`src/rtl/pillar_pkg.sv`:
```
// Shared types and constants for the Pillar core memory path.
// Latency: none (declarations only).
// Backpressure: n/a.
// Contents: FSM state enum, requester IDs, default bus widths.
package pillar_pkg;

    localparam int ADDR_W_DEF = 32;
    localparam int DATA_W_DEF = 32;

    typedef enum logic [1:0] {
        IDLE  = 2'd0,
        ISSUE = 2'd1,
        WAIT  = 2'd2,
        RESP  = 2'd3
    } arb_state_t;

    // Requester IDs double as the value of the round-robin last_grant flag.
    localparam logic REQ_IF = 1'b0;
    localparam logic REQ_D  = 1'b1;

endpackage

```
`src/rtl/mem_arbiter_if.sv`:
```
// Bundle of fetch, data and RAM-side signals around the memory arbiter.
// Latency: none (wires only).
// Backpressure: requesters hold req until gnt; the RAM side has none.
// Modports: slave = arbiter side, master = requesters plus RAM model.
interface mem_arbiter_if
    import pillar_pkg::*;
#(
    parameter int ADDR_W = ADDR_W_DEF,
    parameter int DATA_W = DATA_W_DEF
);
    // Fetch requester (read-only)
    logic              if_req_i;
    logic [ADDR_W-1:0] if_addr_i;
    logic              if_gnt_o;
    logic              if_rvalid_o;
    logic [DATA_W-1:0] if_rdata_o;

    // Load/store requester
    logic              d_req_i;
    logic              d_we_i;
    logic [ADDR_W-1:0] d_addr_i;
    logic [DATA_W-1:0] d_wdata_i;
    logic              d_gnt_o;
    logic              d_rvalid_o;
    logic [DATA_W-1:0] d_rdata_o;

    // Single synchronous RAM port
    logic              mem_we_o;
    logic [ADDR_W-1:0] mem_addr_o;
    logic [DATA_W-1:0] mem_wdata_o;
    logic [DATA_W-1:0] mem_rdata_i;

    logic              busy_o;

    modport slave (
        input  if_req_i, if_addr_i,
        input  d_req_i, d_we_i, d_addr_i, d_wdata_i,
        input  mem_rdata_i,
        output if_gnt_o, if_rvalid_o, if_rdata_o,
        output d_gnt_o, d_rvalid_o, d_rdata_o,
        output mem_we_o, mem_addr_o, mem_wdata_o,
        output busy_o
    );

    modport master (
        output if_req_i, if_addr_i,
        output d_req_i, d_we_i, d_addr_i, d_wdata_i,
        output mem_rdata_i,
        input  if_gnt_o, if_rvalid_o, if_rdata_o,
        input  d_gnt_o, d_rvalid_o, d_rdata_o,
        input  mem_we_o, mem_addr_o, mem_wdata_o,
        input  busy_o
    );

endinterface

```
`src/rtl/mem_arbiter.sv`:
```
// Round-robin arbiter sharing one synchronous RAM port between fetch and load/store.
// Latency: grant 1 cycle after request in IDLE; read data valid RD_LAT+2 cycles after request.
// Backpressure: requesters hold req until a one-cycle gnt; IDLE always separates transactions.
// Ports: clk, reset (sync, active-low), bus (mem_arbiter_if.slave: requesters + RAM port).
module mem_arbiter
    import pillar_pkg::*;
#(
    parameter int ADDR_W = ADDR_W_DEF,
    parameter int DATA_W = DATA_W_DEF,
    parameter int RD_LAT = 1            // legal range 1..4
) (
    input  logic          clk,
    input  logic          reset,
    mem_arbiter_if.slave  bus
);

    arb_state_t state;
    logic       last_grant;             // requester granted most recently
    logic       owner;                  // requester owning the current transaction
    logic       op_we;                  // current transaction is a write
    logic [2:0] wait_cnt;
    logic       pick;                   // winner if a transaction starts this cycle
    logic       pick_we;

    // A lone requester wins; on a tie the one not granted last wins.
    always_comb begin
        pick = REQ_IF;
        if (bus.if_req_i && bus.d_req_i) begin
            pick = ~last_grant;
        end else if (bus.d_req_i) begin
            pick = REQ_D;
        end
        pick_we = (pick == REQ_D) && bus.d_we_i;
    end

    // All outputs are registered: each transition loads the values the
    // destination state presents on the next cycle.
    always_ff @(posedge clk) begin
        if (!reset) begin
            state           <= IDLE;
            last_grant      <= REQ_D;
            owner           <= REQ_IF;
            op_we           <= 1'b0;
            wait_cnt        <= '0;
            bus.if_gnt_o    <= 1'b0;
            bus.if_rvalid_o <= 1'b0;
            bus.if_rdata_o  <= '0;
            bus.d_gnt_o     <= 1'b0;
            bus.d_rvalid_o  <= 1'b0;
            bus.d_rdata_o   <= '0;
            bus.mem_we_o    <= 1'b0;
            bus.mem_addr_o  <= '0;
            bus.mem_wdata_o <= '0;
            bus.busy_o      <= 1'b0;
        end else begin
            // Pulses default low every cycle.
            bus.if_gnt_o    <= 1'b0;
            bus.d_gnt_o     <= 1'b0;
            bus.if_rvalid_o <= 1'b0;
            bus.d_rvalid_o  <= 1'b0;

            case (state)
                IDLE: begin
                    if (bus.if_req_i || bus.d_req_i) begin
                        owner           <= pick;
                        op_we           <= pick_we;
                        bus.mem_addr_o  <= (pick == REQ_D) ? bus.d_addr_i : bus.if_addr_i;
                        bus.mem_we_o    <= pick_we;
                        bus.mem_wdata_o <= pick_we ? bus.d_wdata_i : '0;
                        bus.if_gnt_o    <= (pick == REQ_IF);
                        bus.d_gnt_o     <= (pick == REQ_D);
                        bus.busy_o      <= 1'b1;
                        state           <= ISSUE;
                    end
                end

                ISSUE: begin
                    last_grant      <= owner;
                    bus.mem_we_o    <= 1'b0;
                    bus.mem_wdata_o <= '0;
                    if (op_we) begin
                        bus.mem_addr_o <= '0;
                        bus.busy_o     <= 1'b0;
                        state          <= IDLE;
                    end else begin
                        // Address stays on the port through WAIT.
                        wait_cnt <= 3'(RD_LAT - 1);
                        state    <= WAIT;
                    end
                end

                WAIT: begin
                    if (wait_cnt == 3'd0) begin
                        if (owner == REQ_D) begin
                            bus.d_rdata_o  <= bus.mem_rdata_i;
                            bus.d_rvalid_o <= 1'b1;
                        end else begin
                            bus.if_rdata_o  <= bus.mem_rdata_i;
                            bus.if_rvalid_o <= 1'b1;
                        end
                        bus.mem_addr_o <= '0;
                        state          <= RESP;
                    end else begin
                        wait_cnt <= wait_cnt - 3'd1;
                    end
                end

                RESP: begin
                    bus.busy_o <= 1'b0;
                    state      <= IDLE;
                end

                default: begin
                    state <= IDLE;
                end
            endcase
        end
    end

endmodule

```
`src/flat_wrapper.sv`:
```
// flat-port wrapper written by rule: the top's interface ports become plain ports
module mem_arbiter_flat import pillar_pkg::*;
#(
    parameter int ADDR_W = ADDR_W_DEF,
    parameter int DATA_W = DATA_W_DEF,
    parameter int RD_LAT = 1                               
)
  (clk, reset, bus_if_req_i, bus_if_addr_i, bus_d_req_i, bus_d_we_i, bus_d_addr_i, bus_d_wdata_i, bus_mem_rdata_i, bus_if_gnt_o, bus_if_rvalid_o, bus_if_rdata_o, bus_d_gnt_o, bus_d_rvalid_o, bus_d_rdata_o, bus_mem_we_o, bus_mem_addr_o, bus_mem_wdata_o, bus_busy_o);
  mem_arbiter_if #(.ADDR_W(ADDR_W), .DATA_W(DATA_W)) bus_i ();
  input  logic clk;
  input  logic reset;
  input wire logic [$bits(bus_i.if_req_i)-1:0] bus_if_req_i;
  input wire logic [$bits(bus_i.if_addr_i)-1:0] bus_if_addr_i;
  input wire logic [$bits(bus_i.d_req_i)-1:0] bus_d_req_i;
  input wire logic [$bits(bus_i.d_we_i)-1:0] bus_d_we_i;
  input wire logic [$bits(bus_i.d_addr_i)-1:0] bus_d_addr_i;
  input wire logic [$bits(bus_i.d_wdata_i)-1:0] bus_d_wdata_i;
  input wire logic [$bits(bus_i.mem_rdata_i)-1:0] bus_mem_rdata_i;
  output wire logic [$bits(bus_i.if_gnt_o)-1:0] bus_if_gnt_o;
  output wire logic [$bits(bus_i.if_rvalid_o)-1:0] bus_if_rvalid_o;
  output wire logic [$bits(bus_i.if_rdata_o)-1:0] bus_if_rdata_o;
  output wire logic [$bits(bus_i.d_gnt_o)-1:0] bus_d_gnt_o;
  output wire logic [$bits(bus_i.d_rvalid_o)-1:0] bus_d_rvalid_o;
  output wire logic [$bits(bus_i.d_rdata_o)-1:0] bus_d_rdata_o;
  output wire logic [$bits(bus_i.mem_we_o)-1:0] bus_mem_we_o;
  output wire logic [$bits(bus_i.mem_addr_o)-1:0] bus_mem_addr_o;
  output wire logic [$bits(bus_i.mem_wdata_o)-1:0] bus_mem_wdata_o;
  output wire logic [$bits(bus_i.busy_o)-1:0] bus_busy_o;
  assign bus_i.if_req_i = bus_if_req_i;
  assign bus_i.if_addr_i = bus_if_addr_i;
  assign bus_i.d_req_i = bus_d_req_i;
  assign bus_i.d_we_i = bus_d_we_i;
  assign bus_i.d_addr_i = bus_d_addr_i;
  assign bus_i.d_wdata_i = bus_d_wdata_i;
  assign bus_i.mem_rdata_i = bus_mem_rdata_i;
  assign bus_if_gnt_o = bus_i.if_gnt_o;
  assign bus_if_rvalid_o = bus_i.if_rvalid_o;
  assign bus_if_rdata_o = bus_i.if_rdata_o;
  assign bus_d_gnt_o = bus_i.d_gnt_o;
  assign bus_d_rvalid_o = bus_i.d_rvalid_o;
  assign bus_d_rdata_o = bus_i.d_rdata_o;
  assign bus_mem_we_o = bus_i.mem_we_o;
  assign bus_mem_addr_o = bus_i.mem_addr_o;
  assign bus_mem_wdata_o = bus_i.mem_wdata_o;
  assign bus_busy_o = bus_i.busy_o;
  mem_arbiter #(.ADDR_W(ADDR_W), .DATA_W(DATA_W), .RD_LAT(RD_LAT)) u_core (.clk(clk), .reset(reset), .bus(bus_i));
endmodule
```
`config.mk`:
```
export PLATFORM = sky130hd
export DESIGN_NAME = mem_arbiter_flat
export DESIGN_NICKNAME = d
export VERILOG_FILES = /design/src/rtl/pillar_pkg.sv /design/src/rtl/mem_arbiter_if.sv /design/src/rtl/mem_arbiter.sv /design/src/flat_wrapper.sv
export SDC_FILE = /design/constraint.sdc
export NUM_CORES = 1
export LEC_CHECK = 0
export CORE_ASPECT_RATIO = 1.75
export CORE_MARGIN = 3
export CORE_UTILIZATION = 45
export CTS_BUF_LIST = sky130_fd_sc_hd__clkbuf_4 sky130_fd_sc_hd__clkbuf_8
export CTS_CLUSTER_DIAMETER = 60
export DETAILED_ROUTE_END_ITERATION = 12
export GPL_ROUTABILITY_DRIVEN = 0
export GPL_TIMING_DRIVEN = 0
export PLACE_DENSITY = 0.89
export SYNTH_ARGS = -nofsm -noshare
export SYNTH_HDL_FRONTEND = slang
export SYNTH_SLANG_ARGS = --single-unit
```
`constraint.sdc`:
```
create_clock -name clk -period 3.82 [get_ports clk]
set_input_delay 0.573 -clock clk [delete_from_list [all_inputs] [get_ports clk]]
set_output_delay 0.573 -clock clk [all_outputs]
set_load 0.02 [all_outputs]
```
==> flow_metrics.tcl, run 1 <==
set metrics [dict create \
    outcome "completed" \
    pwr-share-seq_pct 45.6 \
    num_vias 5406 \
    worstMarginPinSlew_ns 0.753 \
    num_antenna_cells 0 \
    routed_wl_um 18000 \
    final_nets 1006 \
    mappedNetlistNets 722 \
    crit_family "simple AND/OR/NAND/NOR gates" \
    tritoncts "built" \
    clockPowerShare_pct 34.3 \
    synth.largest_area_cell "dfxtp_1" \
    clock_latency_ns 0.43 \
    instances_no_fill 1010 \
    drive_gt1_share_pct 4.78 \
    first_pass_iters 4 \
    cts_buffer_depth 2 \
    place_inst 978 \
    dieWidth_um 88.2 \
    ir_drop_mv 0.250 \
    fin_crit_ns 2.36 \
    initial_core_util_pct 46.8 \
    pwr-share-comb_pct 20.1 \
    ys_seq_area_share_pct 53.4 \
    critical_path_class "register to register" \
    maxSlewViolCount 0 \
    synth_warnings 0 \
    worstPathCellList "inv_1 -> ha_1 -> nor3b_2 -> nor2_1 -> nor2_1 -> clkbuf_1 -> a22o_1" \
    grt_first_pass_wirelength_um 27800 \
    post-route-period-util_pct 61.7 \
    clock.fmax_mhz 424 \
    cp_num_buf_inv 2 \
    slew_headroom_pct 49.8 \
    final_core_util_pct 75.2 \
    viasPerCell 5.35 \
    die_area_um2 13200 \
    finalHoldViolCount 0 \
    power.density_nw_per_um2 414 \
    netlist_area_um2 5320 \
    intPower_mw 2.54 \
    synthCells 581 \
    arrival_ns 2.73 \
    grt_pass1_vias 5717 \
    worstPathMaxFanout 10 \
    synth_area_leaders "dfxtp_1, nand2_1, a21oi_1" \
    top_level_ports 267 \
    start_kind "register" \
    io_buffers 265 \
    rsz0062_at_grt "false" \
    synth_edf_count 0 \
    fillCellCount 804 \
    cp_common_cell "nor2_1" \
    synth_top_area_share_pct 53.4 \
    slowest_stage "nor3b_2" \
    leakage_nw 3.05 \
    critPathRequiredTime_ns 4.19 \
    cts_setup_buffers 0 \
    avgSynthCellArea_um2 9.15 \
    ys_seq_elements 142 \
    die_h_um 150 \
    switching_share_pct 28.2 \
    synth_common_cells "dfxtp_1, nand2_1, a21oi_1" \
    hold_class "register to register" \
    yosysMostFrequentCell "dfxtp_1" \
    crit_path_end_kind "register" \
    dp_hpwl_um 14200 \
    remaining_drc_errors 0 \
    tns_ns 0 \
    grt_max_degree 17 \
    avgRoutedWirePerCell_um 17.8 \
    grt-ovfl-total 0 \
    cts_hold_buf 0 \
    postRouteAntennaNets 0 \
    antenna_found_initial 0 \
    ys.flop_type "dfxtp_1" \
    core_area_um2 11400 \
    fin_worst_skew_ns 0.0115 \
    cap_violations 0 \
    critPathMaxStageDelay_ns 0.43 \
    finalSetupViolCount 0 \
    clk_root_buffer_cell "clkbuf_8" \
    dr.first_iter.drc_count 227 \
    clk_pin_slew_ns 0.08 \
    cts_resized 0 \
    area_growth_pct 60.6 \
    synth.distinct_cells 37 \
    grtUsageTotal_pct 27.2 \
    htree_levels 4 \
    hold_slack_ns 0.455 \
    cts.sinks 142 \
    synthArstFlopShare_pct 0 \
    rows 51 \
    switchingPower_mw 0.998 \
    cts_made_buffers 17 \
]
-- sequential cells by signal, summed over array words and instances (netlist names), named ones only --
register	count
u_core.bus.busy_o	1
u_core.bus.d_gnt_o	1
u_core.bus.d_rdata_o	32
u_core.bus.d_rvalid_o	1
u_core.bus.if_gnt_o	1
u_core.bus.if_rdata_o	32
u_core.bus.if_rvalid_o	1
u_core.bus.mem_addr_o	32
u_core.bus.mem_wdata_o	32
u_core.bus.mem_we_o	1
u_core.last_grant	1
u_core.op_we	1
u_core.owner	1
u_core.state	1
u_core.wait_cnt	3
-- logic make-up (layout without fill, tap and decap cells) --
kind of cell             Yosys count  count (layout)  synth area share [%]
AND/OR/NAND/NOR                  167             167                  13.0
buffers and inverters             54             351                  4.47
adder cells (fa/ha/maj)            8               8                  1.88
flip-flops                       142             142                  53.4
multiplexers                      33              33                  6.21
AO/OA/AOI/OAI                    177             177                  21.0
-- cells in the final DEF, fill, tap and decap left out, types with 2 or more instances in the layout --
cell type and n:
and3_1 2, nor2_1 10, bufinv_16 2, clkinv_4 3
and2_1 2, a21oi_1 68, clkinvlp_4 5, clkbuf_8 19
clkbuf_1 38, buf_2 4, ha_1 8, nand2_1 136
buf_6 4, a22o_1 32, nand3_1 3, o31ai_1 3
o211ai_1 33, buf_1 3, dfxtp_1 142, o21ai_0 2
mux2i_1 33, clkdlybuf4s50_1 265, o21ai_1 32, nor2b_1 4
inv_1 5
-- power by group through the flow --
stage | clock network (mW) | logic [mW] | registers [mW]
2_1_floorplan | 0 | 0.242 | 1.73
3_3_place_gp | 0 | 0.691 | 1.64
3_5_place_dp | 0 | 0.709 | 1.64
4_1_cts | 1.23 | 0.713 | 1.61
5_1_grt | 1.29 | 0.763 | 1.62
6_report | 1.21 | 0.711 | 1.61
-- through the flow --
step	total power [mW]	instance area, um^2	worst slack (ns)
floorplan	1.97	5320	1.79
CTS	3.56	8540	1.46
detailed placement	2.35	8140	1.11
finish	3.54	8540	1.46
global route	3.67	8540	1.22
global placement	2.33	8140	1.21
-- routing by layer --
layer	part of all wire, %	vias to the layer above	global-route usage, %
li1	-	2592	-
met1	33	2480	25.5
met2	55	283	51.6
met3	8.2	51	8.26
met4	3.7	0	12.9
met5	0	-	0
-- final cells by class --
type | count | area [um^2] | area share [%]
clock inverters | 12 | 138 | 1.61
plain buffers | 49 | 219 | 2.56
flip-flops and latches | 142 | 2840 | 33.3
multi-input cells | 385 | 2240 | 26.2
clock buffers | 20 | 269 | 3.15
inverters | 5 | 18.8 | 0.220
repair buffers | 265 | 2650 | 31.0
well taps | 132 | 165 | 1.93
-- path summary, 6_finish.rpt --
kind | slack, ns | cells past startpoint | from | end
max | 1.46 | 7 | u_core.state[0]$_SDFFE_PN0P_ | u_core.bus.mem_wdata_o[7]$_SDFFE_PN0P_
min | 0.45 | 2 | u_core.bus.d_rdata_o[7]$_SDFFE_PN0P_ | u_core.bus.d_rdata_o[7]$_SDFFE_PN0P_
max reg2reg | 1.46 | 7 | u_core.state[0]$_SDFFE_PN0P_ | u_core.bus.mem_wdata_o[7]$_SDFFE_PN0P_
min reg2reg | 0.45 | 2 | u_core.bus.d_rdata_o[7]$_SDFFE_PN0P_ | u_core.bus.d_rdata_o[7]$_SDFFE_PN0P_
-- worst reg2reg max path: stages, from the launching register on --
cell	delay [ns]
dfxtp_1	0.33
inv_1	0.19
ha_1	0.32
nor3b_2	0.44
nor2_1	0.09
nor2_1	0.30
clkbuf_1	0.42
a22o_1	0.22
(Power assumes the default switching activity.)
==> inputs of run 2 (changes only) <==
--- a/config.mk
+++ b/config.mk
@@ -7,13 +7,13 @@
 export LEC_CHECK = 0
 export CORE_ASPECT_RATIO = 1.75
 export CORE_MARGIN = 3
-export CORE_UTILIZATION = 45
+export CORE_UTILIZATION = 41
 export CTS_BUF_LIST = sky130_fd_sc_hd__clkbuf_4 sky130_fd_sc_hd__clkbuf_8
 export CTS_CLUSTER_DIAMETER = 60
 export DETAILED_ROUTE_END_ITERATION = 12
 export GPL_ROUTABILITY_DRIVEN = 0
 export GPL_TIMING_DRIVEN = 0
-export PLACE_DENSITY = 0.89
+export PLACE_DENSITY = 0.82
 export SYNTH_ARGS = -nofsm -noshare
 export SYNTH_HDL_FRONTEND = slang
 export SYNTH_SLANG_ARGS = --single-unit
==> constraint.sdc (replaced) <==
create_clock -name clk -period 2.3 [get_ports clk]
set_input_delay 0.345 -clock clk [delete_from_list [all_inputs] [get_ports clk]]
set_output_delay 0.345 -clock clk [all_outputs]
set_load 0.02 [all_outputs]
==> run 2 against run 1 <==
  * Core utilization fell by 6.6 points
  * Largest cell class unchanged
  * Final area rose by 0.88%
  * Critical endpoint is now u_core.bus.mem_addr_o[12]$_SDFFE_PN0P_
  * Cell count rose by 3.5%
  * Sequential power rose by 66%
  * Global-route usage fell by 2.5 points
  * Critical path depth rose by 1
  * Critical path type unchanged
  * Worst setup slack got worse by 1.3 ns
  * Die area rose by 9.2%
==> flow_metrics.tcl, run 2 (synthesized netlist as in run 1, its figures left out) <==
set metrics [dict create \
    cts_made_buffers 17 \
    top_level_ports 267 \
    first_pass_iters 4 \
    switching_share_pct 28.6 \
    cts_hold_buf 0 \
    layout_common_cells "clkdlybuf4s50_1, dfxtp_1, nand2_1" \
    ir_drop_mv 0.398 \
    final_common_cell "clkdlybuf4s50_1" \
    cts_buffer_depth 2 \
    hold_slack_ns 0.299 \
    grt_first_pass_wirelength_um 28400 \
    pwr-share-comb_pct 20.1 \
    intPower_mw 4.24 \
    avgRoutedWirePerCell_um 17.3 \
    switchingPower_mw 1.70 \
    finalHoldViolCount 0 \
    drive_gt1_share_pct 6.27 \
    critical_path_class "register to register" \
    num_vias 5407 \
    clock.fmax_mhz 467 \
    dr.first_iter.drc_count 221 \
    pwr-share-seq_pct 45.1 \
    worstPathMaxFanout 10 \
    power.density_nw_per_um2 688 \
    die_h_um 157 \
    final_nets 1005 \
    fin_worst_skew_ns 0.0139 \
    grtUsageTotal_pct 24.8 \
    antenna_found_initial 0 \
    clk_pin_slew_ns 0.08 \
    grt-ovfl-total 0 \
    clockPowerShare_pct 34.8 \
    post-route-period-util_pct 93.1 \
    grt_max_degree 17 \
    arrival_ns 2.50 \
    dieWidth_um 92.1 \
    fin_crit_ns 2.14 \
    cap_violations 0 \
    rows 54 \
    clock_latency_ns 0.43 \
    start_kind "register" \
    finalSetupViolCount 0 \
    grt_pass1_vias 5855 \
    rsz0062_at_grt "false" \
    leakage_nw 3.08 \
    crit_path_end_kind "register" \
    maxSlewViolCount 0 \
    remaining_drc_errors 0 \
    die_area_um2 14400 \
    htree_levels 4 \
    core_area_um2 12600 \
    p_total_mw 5.93 \
    viasPerCell 5.17 \
    place_inst 1014 \
    clk_root_buffer_cell "clkbuf_8" \
    tritoncts "built" \
    final_core_util_pct 68.6 \
    cts.sinks 142 \
    postRouteAntennaNets 0 \
    hold_class "input port to register" \
    initial_core_util_pct 42.3 \
    dp_hpwl_um 14100 \
    io_buffers 265 \
    worstMarginPinSlew_ns 0.728 \
    tns_ns 0 \
    outcome "completed" \
    slew_headroom_pct 51.5 \
    critPathRequiredTime_ns 2.66 \
    routed_wl_um 18100 \
    num_antenna_cells 0 \
    area_growth_pct 62.0 \
    instances_no_fill 1045 \
]
[run 2: final timing paths]
| check | endpoint | start | cells past startpoint | slack, ns |
|---|---|---|---|---|
| hold reg to reg | u_core.bus.if_rdata_o[2]$_SDFFE_PN0P_ | u_core.bus.if_rdata_o[2]$_SDFFE_PN0P_ | 2 | 0.46 |
| setup / recovery | u_core.bus.mem_addr_o[12]$_SDFFE_PN0P_ | register | 8 | 0.16 |
| setup reg to reg | u_core.bus.mem_addr_o[12]$_SDFFE_PN0P_ | register | 8 | 0.16 |
| hold / removal | register | reset | 3 | 0.30 |
[run 2: cell type report]
cell class                 count  area (um^2)
buffer                        48          226
clock inverter                13          153
clock buffer                  19          262
timing repair buffer         265         2650
fill                         999         3950
inverter                       5         18.8
tap                          168          210
multi-input combinational    385         2250
sequential                   142         2840
[run 2: power groups by stage]
stage | Combinational (mW) | Sequential [mW] | Clock [mW]
final | 1.19 | 2.68 | 2.06
after global routing | 1.28 | 2.69 | 2.20
after CTS | 1.19 | 2.67 | 2.10
after detailed placement | 1.18 | 2.73 | 0
after global placement | 1.16 | 2.72 | 0
after floorplan | 0.402 | 2.87 | 0
[run 2: routing by layer]
| layer | up-vias | track usage (%) | share of wire, % |
|---|---|---|---|
| met4 | 0 | 12.0 | 3.5 |
| met2 | 237 | 48.0 | 56 |
| met1 | 2544 | 23.4 | 34 |
| met3 | 43 | 6.97 | 6.5 |
| met5 | - | 0 | 0 |
| li1 | 2583 | - | - |
[run 2: through the flow]
| step | setup slack (ns) | area [um^2] |
|---|---|---|
| floorplan | 0.272 | 5320 |
| global placement | -0.0677 | 8180 |
| detailed placement | -0.116 | 8180 |
| CTS | 0.0100 | 8610 |
| global route | 0.0238 | 8620 |
| finish | 0.158 | 8620 |
[run 2: critical path: stages, from the launching register on]
cell,delay [ns]
dfxtp_2,0.37
inv_1,0.09
ha_1,0.26
nor2b_1,0.18
or2_1,0.22
clkbuf_1,0.16
or4_4,0.49
buf_6,0.17
o21ai_1,0.13
[run 2: timing repair]
action / CTS / global route
setup endpoints to repair: 46 / 95
pin swaps: 0 / 0
cloned: 0 / 0
resized for setup: 4 / 16
setup buffers: 0 / 0
